File: src/rtl/i2s_dac_tx.sv
// I2S (Philips) transmitter for a WM8731 DAC in slave mode.
// Derives BCLK/DACLRCK from clk_i and shifts one latched stereo pair per frame.
module i2s_dac_tx #(
    parameter int VEC_WIDTH = 16,
    parameter int SLOT_BITS = 32,
    parameter int BCLK_DIV  = 2
) (
    input  logic                 clk_i,
    input  logic                 rst_n,
    input  logic                 en_i,
    input  logic [VEC_WIDTH-1:0] l_data_i,
    input  logic [VEC_WIDTH-1:0] r_data_i,
    output logic                 sample_req_o,
    output logic                 aud_bclk_o,
    output logic                 aud_daclrck_o,
    output logic                 aud_dacdat_o
);

    localparam int BC_W = $clog2(2 * SLOT_BITS);
    localparam int HC_W = (BCLK_DIV > 1) ? $clog2(BCLK_DIV) : 1;

    localparam logic [BC_W-1:0] BC_LAST = BC_W'(2 * SLOT_BITS - 1);
    localparam logic [BC_W-1:0] BC_SLOT = BC_W'(SLOT_BITS);
    localparam logic [HC_W-1:0] HC_LAST = HC_W'(BCLK_DIV - 1);

    logic [HC_W-1:0]      r_hc;
    logic                 r_bclk;
    logic [BC_W-1:0]      r_bc;
    logic [VEC_WIDTH-1:0] r_shl;
    logic [VEC_WIDTH-1:0] r_shr;
    logic                 r_lrck;
    logic                 r_dat;
    logic                 r_req;

    logic [HC_W-1:0]      w_hc_nxt;
    logic                 w_bclk_nxt;
    logic [BC_W-1:0]      w_bc_nxt;
    logic [VEC_WIDTH-1:0] w_shl_nxt;
    logic [VEC_WIDTH-1:0] w_shr_nxt;
    logic                 w_lrck_nxt;
    logic                 w_dat_nxt;
    logic                 w_req_nxt;

    logic [BC_W-1:0]      w_bc_inc;
    logic                 w_left;
    logic [BC_W-1:0]      w_k;
    logic [VEC_WIDTH-1:0] w_word;
    logic                 w_bit;
    logic                 w_fall;

    // Everything below is evaluated for the bit counter value after the falling event
    assign w_bc_inc = (r_bc == BC_LAST) ? '0 : r_bc + BC_W'(1);
    assign w_left   = (w_bc_inc < BC_SLOT);
    assign w_k      = w_left ? w_bc_inc : w_bc_inc - BC_SLOT;
    assign w_word   = w_left ? r_shl : r_shr;
    assign w_fall   = (r_hc == HC_LAST) && r_bclk;

    // k=0 is the I2S delay bit, k>VEC_WIDTH is padding; neither matches below
    always_comb begin
        w_bit = 1'b0;
        for (int i = 0; i < VEC_WIDTH; i++) begin
            if (int'(w_k) == VEC_WIDTH - i) begin
                w_bit = w_word[i];
            end
        end
    end

    always_comb begin
        w_hc_nxt   = r_hc;
        w_bclk_nxt = r_bclk;
        w_bc_nxt   = r_bc;
        w_shl_nxt  = r_shl;
        w_shr_nxt  = r_shr;
        w_lrck_nxt = r_lrck;
        w_dat_nxt  = r_dat;
        w_req_nxt  = 1'b0;
        if (!en_i) begin
            w_hc_nxt   = '0;
            w_bclk_nxt = 1'b0;
            w_bc_nxt   = BC_LAST;
            w_shl_nxt  = '0;
            w_shr_nxt  = '0;
            w_lrck_nxt = 1'b0;
            w_dat_nxt  = 1'b0;
        end else begin
            if (r_hc != HC_LAST) begin
                w_hc_nxt = r_hc + HC_W'(1);
            end else begin
                w_hc_nxt   = '0;
                w_bclk_nxt = ~r_bclk;
            end
            if (w_fall) begin
                w_bc_nxt   = w_bc_inc;
                w_lrck_nxt = ~w_left;
                w_dat_nxt  = w_bit;
                // Both channels latched together so the pair stays coherent
                if (w_bc_inc == '0) begin
                    w_shl_nxt = l_data_i;
                    w_shr_nxt = r_data_i;
                    w_req_nxt = 1'b1;
                end
            end
        end
    end

    always_ff @(posedge clk_i or negedge rst_n) begin
        if (!rst_n) begin
            r_hc   <= '0;
            r_bclk <= 1'b0;
            r_bc   <= BC_LAST;
            r_shl  <= '0;
            r_shr  <= '0;
            r_lrck <= 1'b0;
            r_dat  <= 1'b0;
            r_req  <= 1'b0;
        end else begin
            r_hc   <= w_hc_nxt;
            r_bclk <= w_bclk_nxt;
            r_bc   <= w_bc_nxt;
            r_shl  <= w_shl_nxt;
            r_shr  <= w_shr_nxt;
            r_lrck <= w_lrck_nxt;
            r_dat  <= w_dat_nxt;
            r_req  <= w_req_nxt;
        end
    end

    assign sample_req_o  = r_req;
    assign aud_bclk_o    = r_bclk;
    assign aud_daclrck_o = r_lrck;
    assign aud_dacdat_o  = r_dat;

endmodule

File: config.mk
export PLATFORM = sky130hd
export DESIGN_NAME = i2s_dac_tx
export DESIGN_NICKNAME = d
export VERILOG_FILES = /design/src/rtl/i2s_dac_tx.sv
export SDC_FILE = /design/constraint.sdc
export NUM_CORES = 1
export LEC_CHECK = 0
export ABC_AREA = 1
export CAP_MARGIN = 5
export CORE_ASPECT_RATIO = 0.9
export CORE_MARGIN = 4
export CORE_UTILIZATION = 57
export CTS_CLUSTER_DIAMETER = 120
export DETAILED_ROUTE_END_ITERATION = 16
export GPL_TIMING_DRIVEN = 0
export PLACE_DENSITY = 0.92
export SYNTH_ARGS = -nofsm -noshare
export SYNTH_HDL_FRONTEND = slang
export SYNTH_SLANG_ARGS = --single-unit
File: constraint.sdc
create_clock -name clk_i -period 5 [get_ports clk_i]
set_input_delay 1 -clock clk_i [delete_from_list [all_inputs] [get_ports clk_i]]
set_output_delay 1 -clock clk_i [all_outputs]
set_load 0.05 [all_outputs]
==> flow_summary.toml <==
[synth]
synth-edff-count = 0
ys_async_sr_fraction = 1.00
ys_types = 32
yosysWarnings = 0
yosysTopAreaCellShare = 0.390
synth.area.top_cells = "dfrtp_1, nand2_1, dfstp_2"
postSynthAreaPerCell_um2 = 7.71
synth_top_flop_cell = "dfrtp_1"
synth_fp_nets = 348
synth_area_um2 = 2370
ys_seq_area_frac = 0.456
synth_seq_cells = 43
synth_common_cells = "nand2_1, dfrtp_1, inv_1"
syn-instance-count = 308
netlist.top_cell.by_area = "dfrtp_1"
post-synth-top-count-cell = "nand2_1"

[sta]
rsz0062_at_grt = "false"
finalCriticalPeriod_ns = 2.66
fin_crit_sh = 0.531
fin_setup_tns_ns = 0
setup_violations = 0
hold_viol = 0
fmax_mhz = 377
worst_slew_pin_slew_ns = 0.514
fin_worst_skew_ns = 0.0106
slew_viol_final = 0
relSlewSlack = 0.657

[layout]
drive_above_1_share = 0.127
n_fill_cell = 278
fin_nets = 393
antennaDiodeCount = 0
syn_to_final_growth_pct = 24.1
multiInputGateArea_um2 = 1070
seqCellArea_um2 = 1080

[worst_setup_path]
cp_max_fo = 6
worstSetupPathType = "reg2reg"
slowest_stage = "dfstp_2"
startpoint_type = "flip-flop"
r2r_setup_slack_ns = 2.34
arrival_ns = 2.86
crit_path_max_incr_delay_ns = 0.60
cp_num_buf_inv = 2
critPathTopFamily = "simple AND/OR/NAND/NOR gates"
crit_top_cell = "nand2_1"
crit_chain = "ha_1 -> nor2_1 -> nor2_1 -> inv_2 -> nand3_2 -> inv_1 -> nand3_1 -> a21boi_1 -> nand2_1 -> nand2_1 -> nand2_1 -> nand2_1 -> nand2_1 -> nand2_1 -> nand2_1 -> nand2_1 -> nand2_1 -> nand2_1 -> nand2_1 -> nand2_1 -> nand2_1 -> nand2_1 -> nand2_1"
crit_required_ns = 5.20
crit_path_end_kind = "flip-flop"

[drt]
drt_iter0_drc = 156
drc_errors = 0
firstDrtPassIters = 4
vias = 2151
via_per_inst = 5.38
wl_per_cell_um = 14.4
wl_um = 5760
final_antenna_net_count = 0

[place]
place.detailed.hpwl_um = 4310
numPortBuffers = 37
gpl.final_weighted_congestion = 0.939

[power_and_ir_drop]
ir_drop_uv = 186
power.density_nw_per_um2 = 276
fin_total_pwr_uw = 813
p_leak_uw = 0.00144

[global_route]
overflow = 0
grt_max_degree = 24
grt_use_total = 0.225
grt_pass1_wl_um = 9630
grt_pass1_vias = 2128
antenna_found_initial = 0

[cts]
clock_sinks = 43
cts_htree_levels = 2
insertion_delay_ns = 0.30
cts-resized-gates = 0
cts_buffers = 5
tritoncts = "yes"
cts-root-buf = "clkbuf_8"
cts_buffer_depth = 2
postCtsHoldBufs = 0
clk_pin_slew_ns = 0.09
postCtsSetupRepairBufs = 0

[floorplan]
initial_core_util = 0.615
coreArea_um2 = 3860
die_h_um = 69.2
pin_count = 39
dieArea_um2 = 5260
rows = 21
die-width_um = 76.0

[status]
status = "complete, no violations"

[worst_hold_path]
worstHoldPathType = "reg2reg"

[job]
drv_cap = 0
worst reg2reg max path, delay by kind of cell (launching register included):
kind	cells	cell delay, ns
and+or+nand+nor	19	1.38
AOI/OAI and AO/OA	1	0.20
adders and majority gates	1	0.21
DFF	1	0.60
buffers and inverters	2	0.17
power breakdown:
part           switching [uW]  leakage (uW)  internal, uW
sequential               6.42      0.000577           356
clock                     123     0.0000618           164
combinational             100      0.000797          63.3
total                     229       0.00144           584
cell families (layout without fill, tap and decap cells):
kind of cell	Yosys count	in the layout	share of synthesized area
AOI/OAI and AO/OA	44	44	0.107
DFF	43	43	0.456
and+or+nand+nor	161	161	0.309
xor gates and xnor gates	1	1	0.00685
buffers and inverters	54	100	0.0943
adders and majority gates	5	5	0.0263
final cells by class:
class,instances,area share
Clock inverter,2,0.0132
Timing Repair Buffer,38,0.133
Inverter,45,0.0573
Tap cell,46,0.0195
Sequential cell,43,0.368
Multi-Input combinational cell,211,0.362
Buffer,9,0.0187
Clock buffer,6,0.0280
metal layers:
metal | global-route usage | wire length [um] | vias up
met2 | 0.367 | 2900 | 84
met3 | 0.0519 | 396 | 8
met1 | 0.292 | 2400 | 997
met5 | 0 | 0 | -
met4 | 0.0810 | 66 | 0
li1 | - | - | 1062
state kept, by name (all words and copies together) (netlist names):
signal	flops
r_shl	16
r_bc	6
aud_bclk_o	1
aud_dacdat_o	1
aud_daclrck_o	1
r_shr	16
sample_req_o	1
r_hc	1
layout by cell type, fill, tap and decap left out, types with 6 or more instances in the layout:
| cell type | n |
|---|---|
| clkbuf_8 | 6 |
| clkdlybuf4s50_1 | 36 |
| dfrtp_1 | 37 |
| dfstp_2 | 6 |
| inv_1 | 37 |
| inv_2 | 6 |
| nand2_1 | 97 |
| nand3_1 | 22 |
| nor2_1 | 22 |
| o21ai_0 | 11 |
| o21ai_1 | 15 |
path summary, 6_finish.rpt:
kind	end	cells after the start	from
worst max-delay path	aud_dacdat_o	23	r_bc[1]
worst min-delay path	aud_dacdat_o	2	aud_dacdat_o
worst max register to register	aud_dacdat_o	23	r_bc[1]
worst min register to register	aud_dacdat_o	2	aud_dacdat_o
max in group asynchronous	r_bc[4]	2	rst_n
min in group asynchronous	r_shr[3]	1	rst_n
stage by stage:
step / cells / area (um2) / setup slack (ns) / utilization / hold WS [ns]
after CTS: 400 / 2950 / 2.36 / 0.763 / 0.489
after detailed placement: 392 / 2830 / 2.44 / 0.731 / 0.472
after global routing: 400 / 2950 / 2.11 / 0.763 / 0.514
after global placement: 391 / 2800 / 1.90 / 0.726 / 0.444
final: 400 / 2950 / 2.34 / 0.763 / 0.491
after floorplan: 308 / 2370 / 2.76 / - / 0.426
No activity file was read; power rests on OpenSTA's default activity.
